==> config.mk <==
export PLATFORM = sky130hd
export DESIGN_NAME = mem_write_arbi_rr
export DESIGN_NICKNAME = d
export VERILOG_FILES = /design/src/rtl/mem_write_arbi_rr.sv
export SDC_FILE = /design/constraint.sdc
export NUM_CORES = 1
export LEC_CHECK = 0
export CORE_AREA = 2 2 250 252
export DETAILED_ROUTE_END_ITERATION = 7
export DIE_AREA = 0 0 252 254
export SLEW_MARGIN = 10
export SYNTH_ARGS = -nofsm -noshare
export SYNTH_HDL_FRONTEND = slang
export SYNTH_SLANG_ARGS = --single-unit
==> constraint.sdc <==
create_clock -name mem_clk_i -period 3.03 [get_ports mem_clk_i]
set_clock_uncertainty 0.05 [all_clocks]
set_input_delay 0.4545 -clock mem_clk_i [delete_from_list [all_inputs] [get_ports mem_clk_i]]
set_output_delay 0.4545 -clock mem_clk_i [all_outputs]
set_load 0.1 [all_outputs]
==> src/rtl/mem_write_arbi_rr.sv <==
// mem_write_arbi_rr: N-channel write-burst arbiter in front of the DDR write port.
// Picks one eligible channel per burst (round-robin or fixed priority), forwards
// its len/addr/data to the memory controller and routes the controller strobes
// back to that channel. A per-burst watchdog aborts bursts that never finish.
//
//   state   | meaning
//   --------+-----------------------------------------------------------
//   S_ARB   | idle, pick a winner among eligible channels
//   S_BEGIN | latch len/addr of the granted channel, raise wr_burst_req
//   S_WRITE | burst in flight, data/strobe muxed to the granted channel
//   S_END   | one-cycle finish pulse, advance the round-robin pointer
module mem_write_arbi_rr #(
   parameter int NCH           = 8,
   parameter int MEM_DATA_BITS = 32,
   parameter int ADDR_BITS     = 25,
   parameter int LEN_BITS      = 10,
   parameter int TIMEOUT       = 8000,
   parameter int FIN_DLY       = 2
) (
   input  logic                         mem_clk_i,
   input  logic                         rst_n_i,
   input  logic                         prio_mode_i,
   input  logic [NCH-1:0]               ch_wr_burst_req_i,
   input  logic [NCH*LEN_BITS-1:0]      ch_wr_burst_len_i,
   input  logic [NCH*ADDR_BITS-1:0]     ch_wr_burst_addr_i,
   input  logic [NCH*MEM_DATA_BITS-1:0] ch_wr_burst_data_i,
   output logic [NCH-1:0]               ch_wr_burst_data_req_o,
   output logic [NCH-1:0]               ch_wr_burst_finish_o,
   output logic [NCH-1:0]               ch_wr_burst_abort_o,
   output logic                         wr_burst_req_o,
   output logic [LEN_BITS-1:0]          wr_burst_len_o,
   output logic [ADDR_BITS-1:0]         wr_burst_addr_o,
   input  logic                         wr_burst_data_req_i,
   output logic [MEM_DATA_BITS-1:0]     wr_burst_data_o,
   input  logic                         wr_burst_finish_i,
   output logic [$clog2(NCH)-1:0]       grant_id_o,
   output logic                         busy_o
);

   localparam int GW  = $clog2(NCH);
   // Wide enough to hold TIMEOUT itself, so the END cycle after a late finish never wraps.
   localparam int WDW = (TIMEOUT > 1) ? $clog2(TIMEOUT + 1) : 1;

   typedef enum logic [1:0] {
      S_ARB   = 2'd0,
      S_BEGIN = 2'd1,
      S_WRITE = 2'd2,
      S_END   = 2'd3
   } state_t;

   state_t                 state_q, state_d;
   logic [GW-1:0]          last_q, last_d;
   logic [GW-1:0]          grant_q, grant_d;
   logic [LEN_BITS-1:0]    len_q, len_d;
   logic [ADDR_BITS-1:0]   addr_q, addr_d;
   logic                   wr_req_q, wr_req_d;
   logic [NCH-1:0]         abort_q, abort_d;
   logic [WDW-1:0]         wd_cnt_q, wd_cnt_d;

   logic [NCH-1:0]         elig;
   logic [GW-1:0]          win;
   logic                   fin_dly;
   logic                   wd_hit;

   // A channel is eligible only with a live request and a non-zero length.
   always_comb begin
      elig = '0;
      for (int i = 0; i < NCH; i++) begin
         elig[i] = ch_wr_burst_req_i[i] && (ch_wr_burst_len_i[i*LEN_BITS +: LEN_BITS] != '0);
      end
   end

   // Winner select in one pass; scanning backwards lets the first hit in scan order win.
   always_comb begin
      int idx;
      idx = 0;
      win = '0;
      if (prio_mode_i) begin
         for (int i = NCH - 1; i >= 0; i--) begin
            if (elig[i]) win = GW'(i);
         end
      end else begin
         for (int k = NCH; k >= 1; k--) begin
            idx = int'(last_q) + k;
            if (idx >= NCH) idx = idx - NCH;
            if (elig[idx]) win = GW'(idx);
         end
      end
   end

   // Finish delay line; it always shifts, and only S_WRITE looks at its output,
   // which is what discards stale pulses arriving during ARB/BEGIN.
   generate
      if (FIN_DLY == 0) begin : g_fin_direct
         assign fin_dly = wr_burst_finish_i;
      end else begin : g_fin_pipe
         logic [FIN_DLY-1:0] fin_pipe_q;

         // Shift the controller finish pulse through FIN_DLY stages.
         always_ff @(posedge mem_clk_i or negedge rst_n_i) begin
            if (!rst_n_i) begin
               fin_pipe_q <= '0;
            end else begin
               fin_pipe_q[0] <= wr_burst_finish_i;
               for (int i = 1; i < FIN_DLY; i++) begin
                  fin_pipe_q[i] <= fin_pipe_q[i-1];
               end
            end
         end

         assign fin_dly = fin_pipe_q[FIN_DLY-1];
      end
   endgenerate

   assign wd_hit = (TIMEOUT != 0) && (wd_cnt_q == WDW'(TIMEOUT - 1));

   // Next-state logic: arbitration, burst sequencing and watchdog abort.
   always_comb begin
      state_d  = state_q;
      last_d   = last_q;
      grant_d  = grant_q;
      len_d    = len_q;
      addr_d   = addr_q;
      wr_req_d = wr_req_q;
      abort_d  = '0;
      wd_cnt_d = wd_cnt_q;

      if (state_q != S_ARB && TIMEOUT != 0) begin
         wd_cnt_d = wd_cnt_q + WDW'(1);
      end

      case (state_q)
         S_ARB: begin
            wd_cnt_d = '0;
            if (|elig) begin
               grant_d = win;
               state_d = S_BEGIN;
            end
         end

         S_BEGIN: begin
            for (int i = 0; i < NCH; i++) begin
               if (grant_q == GW'(i)) begin
                  len_d  = ch_wr_burst_len_i[i*LEN_BITS +: LEN_BITS];
                  addr_d = ch_wr_burst_addr_i[i*ADDR_BITS +: ADDR_BITS];
               end
            end
            if (wd_hit) begin
               for (int i = 0; i < NCH; i++) abort_d[i] = (grant_q == GW'(i));
               wr_req_d = 1'b0;
               last_d   = grant_q;
               state_d  = S_ARB;
            end else begin
               wr_req_d = 1'b1;
               state_d  = S_WRITE;
            end
         end

         S_WRITE: begin
            if (wr_burst_data_req_i) wr_req_d = 1'b0;
            // A finish on the timeout cycle takes precedence over the abort.
            if (fin_dly) begin
               wr_req_d = 1'b0;
               state_d  = S_END;
            end else if (wd_hit) begin
               for (int i = 0; i < NCH; i++) abort_d[i] = (grant_q == GW'(i));
               wr_req_d = 1'b0;
               last_d   = grant_q;
               state_d  = S_ARB;
            end
         end

         S_END: begin
            last_d  = grant_q;
            state_d = S_ARB;
         end

         default: begin
            state_d = S_ARB;
         end
      endcase
   end

   // State and datapath registers; the RR pointer resets to NCH-1 so ch0 wins first.
   always_ff @(posedge mem_clk_i or negedge rst_n_i) begin
      if (!rst_n_i) begin
         state_q  <= S_ARB;
         last_q   <= GW'(NCH - 1);
         grant_q  <= '0;
         len_q    <= '0;
         addr_q   <= '0;
         wr_req_q <= 1'b0;
         abort_q  <= '0;
         wd_cnt_q <= '0;
      end else begin
         state_q  <= state_d;
         last_q   <= last_d;
         grant_q  <= grant_d;
         len_q    <= len_d;
         addr_q   <= addr_d;
         wr_req_q <= wr_req_d;
         abort_q  <= abort_d;
         wd_cnt_q <= wd_cnt_d;
      end
   end

   // Route data, strobe and finish to the granted channel only.
   always_comb begin
      ch_wr_burst_data_req_o = '0;
      ch_wr_burst_finish_o   = '0;
      wr_burst_data_o        = '0;
      for (int i = 0; i < NCH; i++) begin
         if (grant_q == GW'(i)) begin
            if (state_q == S_WRITE) begin
               ch_wr_burst_data_req_o[i] = wr_burst_data_req_i;
               wr_burst_data_o           = ch_wr_burst_data_i[i*MEM_DATA_BITS +: MEM_DATA_BITS];
            end
            if (state_q == S_END) begin
               ch_wr_burst_finish_o[i] = 1'b1;
            end
         end
      end
   end

   assign ch_wr_burst_abort_o = abort_q;
   assign wr_burst_req_o      = wr_req_q;
   assign wr_burst_len_o      = len_q;
   assign wr_burst_addr_o     = addr_q;
   assign grant_id_o          = grant_q;
   assign busy_o              = (state_q != S_ARB);

endmodule

Word level (Yosys, flattened, before mapping)
Index checks and enable logic that the tools add are counted.
- input bits: 549
- output and inout bits: 96
- flip-flop bits (word level): 67
- word-level logic and storage cells: 211
- $add $sub $neg: 17
- equal/unequal tests: 15
- muxes and demuxes: 125
- reduce and logical (&&, ||, !) cells: 29
- order comparisons: 16
- operators by type and width (kind ; count):
    2-to-1 mux 32 bit ; 32
    less-than comparator 32 x 5 -> 1 bit (second input constant) ; 8
    2-to-1 mux 25 bit ; 8
    2-to-1 mux 10 bit ; 8
    nonzero test 10 bit ; 8
    2-to-1 mux 3 bit ; 19
    2-to-1 mux 1 bit ; 38
    subtractor 4 x 4 -> 5 bit (second input constant) ; 7
    greater-or-equal comparator 4 bit (second input constant) ; 7
    2-to-1 mux 13 bit ; 2
    binary-select mux 1 bit (select 3 bit) ; 8
    adder 3 x 3 -> 4 bit (second input constant) ; 4
    2-to-1 mux 8 bit ; 2
    one-hot mux 8 bit (2 select lines) ; 1
    adder 13 x 1 -> 13 bit (second input constant) ; 1
    equality test 13 bit (second input constant) ; 1
    equality test 3 bit (second input constant) ; 4
    AND reduction 2 bit ; 5
    one-hot mux 3 bit (3 select lines) ; 1
    adder 3 x 2 -> 4 bit (second input constant) ; 2
    logical AND 1 bit ; 8
    2-to-1 mux 2 bit ; 4
    one-hot mux 2 bit (4 select lines) ; 1
    nonzero test 8 bit ; 1
    other kinds (17) ; 22

Depth between registers and ports, before layout
- depth in word-level cells: 17
- depth in mapped cells: 12
- gate-level depth less buffers: 10

Worst setup path after synthesis
OpenSTA, ideal clock, no wires.
- path type: register to output
- start point: register grant_q[2], in the netlist grant_id_o[2]
- end point: output port wr_burst_data_o[10]
- data required time: 2525 ps
- arrival time: 4001 ps
- path slack: -1476 ps
- buffers on the path: 3
- cell stages (with the launch flop): 12
- cells stage by stage: dfrtp_1 clkbuf_1 or2_2 clkbuf_1 nor2_1 clkbuf_1 a22oi_1 a31oi_1 a21oi_1 a21oi_1 a21oi_1 a21oi_1
- cells in the longest elaborated chain, start to end: 16
- elaborated cells between the ends (all ways): 23
- classes of those cells: eq/ne: 7; mux: 15; reduce/logical: 1
- ends and longest elaborated chain (item ; RTL line ; RTL):
    start, declared ; 53 ; logic [GW-1:0] grant_q, grant_d;
    start signal, assigned ; 198 ; grant_q <= grant_d;
    zero test 3 bit ; 213 ; if (grant_q == GW'(i)) begin
    2-to-1 mux 32 bit ; 213 ;
    2-to-1 mux 32 bit ; 214 ; if (state_q == S_WRITE) begin
    2-to-1 mux 32 bit ; 213 ;
    2-to-1 mux 32 bit ; 214 ;
    2-to-1 mux 32 bit ; 213 ;
    2-to-1 mux 32 bit ; 214 ;
    2-to-1 mux 32 bit ; 213 ;
    2-to-1 mux 32 bit ; 214 ;
    2-to-1 mux 32 bit ; 213 ;
    2-to-1 mux 32 bit ; 214 ;
    2-to-1 mux 32 bit ; 213 ;
    2-to-1 mux 32 bit ; 214 ;
    2-to-1 mux 32 bit ; 213 ;
    2-to-1 mux 32 bit ; 214 ;
    2-to-1 mux 32 bit * ; 213 ;
    end, declared ; 34 ; output logic [MEM_DATA_BITS-1:0] wr_burst_data_o,
Every way passes the cells marked *; elsewhere a longest branch is shown, timed or not.

Worst setup path after layout
- start point: register grant_q[0], in the netlist grant_id_o[0]
- end point: output port wr_burst_data_o[10]
The elaborated chain is that of the path after synthesis.

==> results.json <==
{
  "crit_path_top_delay_cell": "dfrtp_4",
  "initial_core_util": 0.1225,
  "seq_area_sq_um": 1692,
  "dieArea_sq_um": 64010,
  "fillers": 6369,
  "antenna_found_initial": 8,
  "ios": 645,
  "cts_max_level": 3,
  "fin_crit_sh": 1.053,
  "synth_xor_area_frac": 0.01517,
  "synth_mux_area_frac": 0.3197,
  "p_per_area_nw_per_um2": 811.8,
  "clock_latency_ps": 360,
  "cts_tree": "done",
  "die_x_um": 252,
  "synth-main-ff-cell": "dfrtp_1",
  "synth_top_family_by_area": "multiplexers",
  "critPathKind": "reg -> out",
  "synth-warning-count": 0,
  "routed_wl_mm": 56.20,
  "cts_sinks": 67,
  "place_ws_ps": -754.8,
  "die_h_um": 254,
  "violations": "setup timing",
  "hold_buffers": 0,
  "fmax_mhz": 313.4,
  "critPathLaunchType": "register",
  "worst_slew_pin_slew_ps": 938.5,
  "path_clk_slew_ps": 60,
  "setup_ws_ps": -160.6,
  "cpLargestDelayFamily": "compound AO/OA/AOI/OAI gates",
  "ys_async_sr_fraction": 1.000,
  "routed_via_density": 4.365,
  "worst-path-max-fanout": 7,
  "hpwl_mm": 46.28,
  "setup_viol": 19,
  "required_ps": 2530,
  "overflow": 0,
  "synth-seq-cells": 67,
  "synth_compound_area_frac": 0.2299,
  "multiInputGateArea_sq_um": 6275,
  "max-cap-violations": 0,
  "critPathBufInv": 3,
  "cts.path.max_buffers": 2,
  "dr.pass1.iters": 5,
  "synthAdderAreaFrac": 0.01334,
  "hold_path.class": "in -> async",
  "place.gp.congestion": 0.9616,
  "r2r-start": "last_q[0]",
  "synthSimpleGateAreaFrac": 0.1549,
  "design.core.area_sq_um": 61260,
  "cpPeakStageDelay_ps": 490,
  "rsz0062_at_grt": "true",
  "routedWlPerCell_um": 23.63,
  "drc": 0,
  "final_nets": 2138,
  "hold_viol": 0,
  "crit_arrival_ps": 2690,
  "slew_headroom": 0.3743,
  "grt_usage": 0.1660,
  "worstRegToRegCells": 7,
  "r2r_slack_ps": 130,
  "report.final.slew_viol_count": 0,
  "rows": 91,
  "p_leak_nw": 6.817,
  "netlist_instances": 833,
  "vdd_drop_max_mv": 0.4639,
  "drive_gt1_frac": 0.3172,
  "grt_pass1_wl_mm": 76.49,
  "fin_setup_tns_ps": -1760,
  "cts_inserted_buffers": 9,
  "yosysSeqAreaShare": 0.2239,
  "syn_avg_cell_area_sq_um": 9.008,
  "grt_max_degree": 73,
  "drt_iter0_markers": 724,
  "portBuffers": 644,
  "via_count": 10380,
  "end_kind": "output pin",
  "ant_nets": 0,
  "grt_pass1_vias": 10830,
  "syn-cell-area_sq_um": 7503,
  "worstPathCellList": "or2_4 -> buf_12 -> nor2_4 -> buf_12 -> a22oi_2 -> a31oi_1 -> a21oi_1 -> a21oi_1 -> a21oi_2 -> a21oi_4 -> buf_12",
  "synth_cell_type_count": 54,
  "period_minus_slack_ps": 3191,
  "synth_nets": 1390,
  "ctsRootBufferMaster": "clkbuf_16",
  "synth_edf_count": 0,
  "outcome": "finished with violations",
  "crit_top_cell": "buf_12",
  "r2r-end": "grant_id_o[1]",
  "areaGrowthSynthToFinish_pct": 136.6
}
==> synthesized netlist by cell type, types with 11 or more instances <==
master,instances,area [sq um]
a21oi_1,109,545.5
a22o_1,16,140.1
a22oi_1,54,405.4
a31oi_1,21,131.4
buf_1,13,48.80
clkbuf_1,58,217.7
dfrtp_1,64,1602
inv_1,15,56.30
mux2i_1,48,480.5
mux4_2,80,1802
nand2_1,40,150.1
nand3_1,29,145.1
nor2_1,133,499.2
o21ai_0,16,80.08
or4_1,11,82.58
==> logic make-up (layout without fill, tap and decap cells) <==
logic type / count (synthesis) / count (layout)
xor gates and xnor gates: 13 / 13
muxes: 137 / 137
AOI/OAI and AO/OA: 264 / 264
DFF: 67 / 67
buffers and inverters: 86 / 839
and+or+nand+nor: 258 / 258
other: 0 / 2
adders and majority gates: 8 / 8
==> timing repair <==
action	in CTS	in global routing
gates resized for setup	115	69
cloned	3	1
pin swaps	45	58
endpoints found under the setup margin	39	33
buffers inserted	21	23
==> placed cells by master (no fill, tap or decap), drive strengths merged, types with 30 or more instances in the layout <==
cell	count
a22oi	54
dlygate4sd2	30
dfrtp	64
buf	259
a21oi	109
mux2i	48
nor2	133
clkdlybuf4s50	504
nand2	40
mux4	81
==> report_power, final <==
group	switching, W	total, W	internal, W
clock	0.000475	0.00113	0.000653
sequential	0.000238	0.00148	0.00124
combinational	0.00708	0.0118	0.00472
==> worst max path at each step <==
stage / depth (start not counted) / end / startpoint / slack [ps]
final: 11 / wr_burst_data_o[10] / grant_id_o[0] / -160
after global routing: 11 / wr_burst_data_o[10] / grant_id_o[0] / -280
after CTS: 13 / wr_burst_data_o[11] / grant_id_o[2] / -250
after detailed placement: 11 / grant_id_o[2] / ch_wr_burst_len_i[22] / -750
after global placement: 9 / grant_id_o[1] / ch_wr_burst_len_i[52] / -660
after floorplan: 5 / ch_wr_burst_finish_o[0] / grant_id_o[1] / -220
==> per-stage QoR <==
stage	utilization	cell area, sq um	hold WS [ps]	std cells	power [W]
2_1_floorplan	-	7945	108.9	833	0.008555
3_3_place_gp	0.2680	16420	291.6	2316	0.01269
3_5_place_dp	0.2680	16420	289.5	2316	0.01271
4_1_cts	0.2831	17340	208.7	2356	0.01435
5_1_grt	0.2897	17750	250.5	2376	0.01516
6_report	0.2898	17750	187.7	2378	0.01441
==> sequential cells by signal (all words and copies together) (netlist names) <==
signal and flops:
wr_burst_addr_o 25, wr_burst_len_o 10, last_q 3, wd_cnt_q 13
state_q 2, wr_burst_req_o 1, g_fin_pipe.fin_pipe_q 2, ch_wr_burst_abort_o 8
grant_id_o 3
==> metal layers <==
layer,routed length [um],vias to the layer above,GRT usage,part of all wire
met1,24600,5061,0.2227,0.44
li1,-,4772,-,-
met5,89,-,0,0.0016
met2,25980,465,0.2635,0.46
met3,4820,67,0.05357,0.086
met4,712,16,0.02570,0.013
==> area by class of cell <==
type,count,share of cell area
timing repair buffer,808,0.4747
multi-input combinational,680,0.3535
sequential,67,0.09530
tap,790,0.05568
clock buffer,9,0.01269
clock inverter,7,0.004723
inverter,15,0.003172
antenna,2,0.0002819
Note: power is estimated with default switching activity, not from simulation.
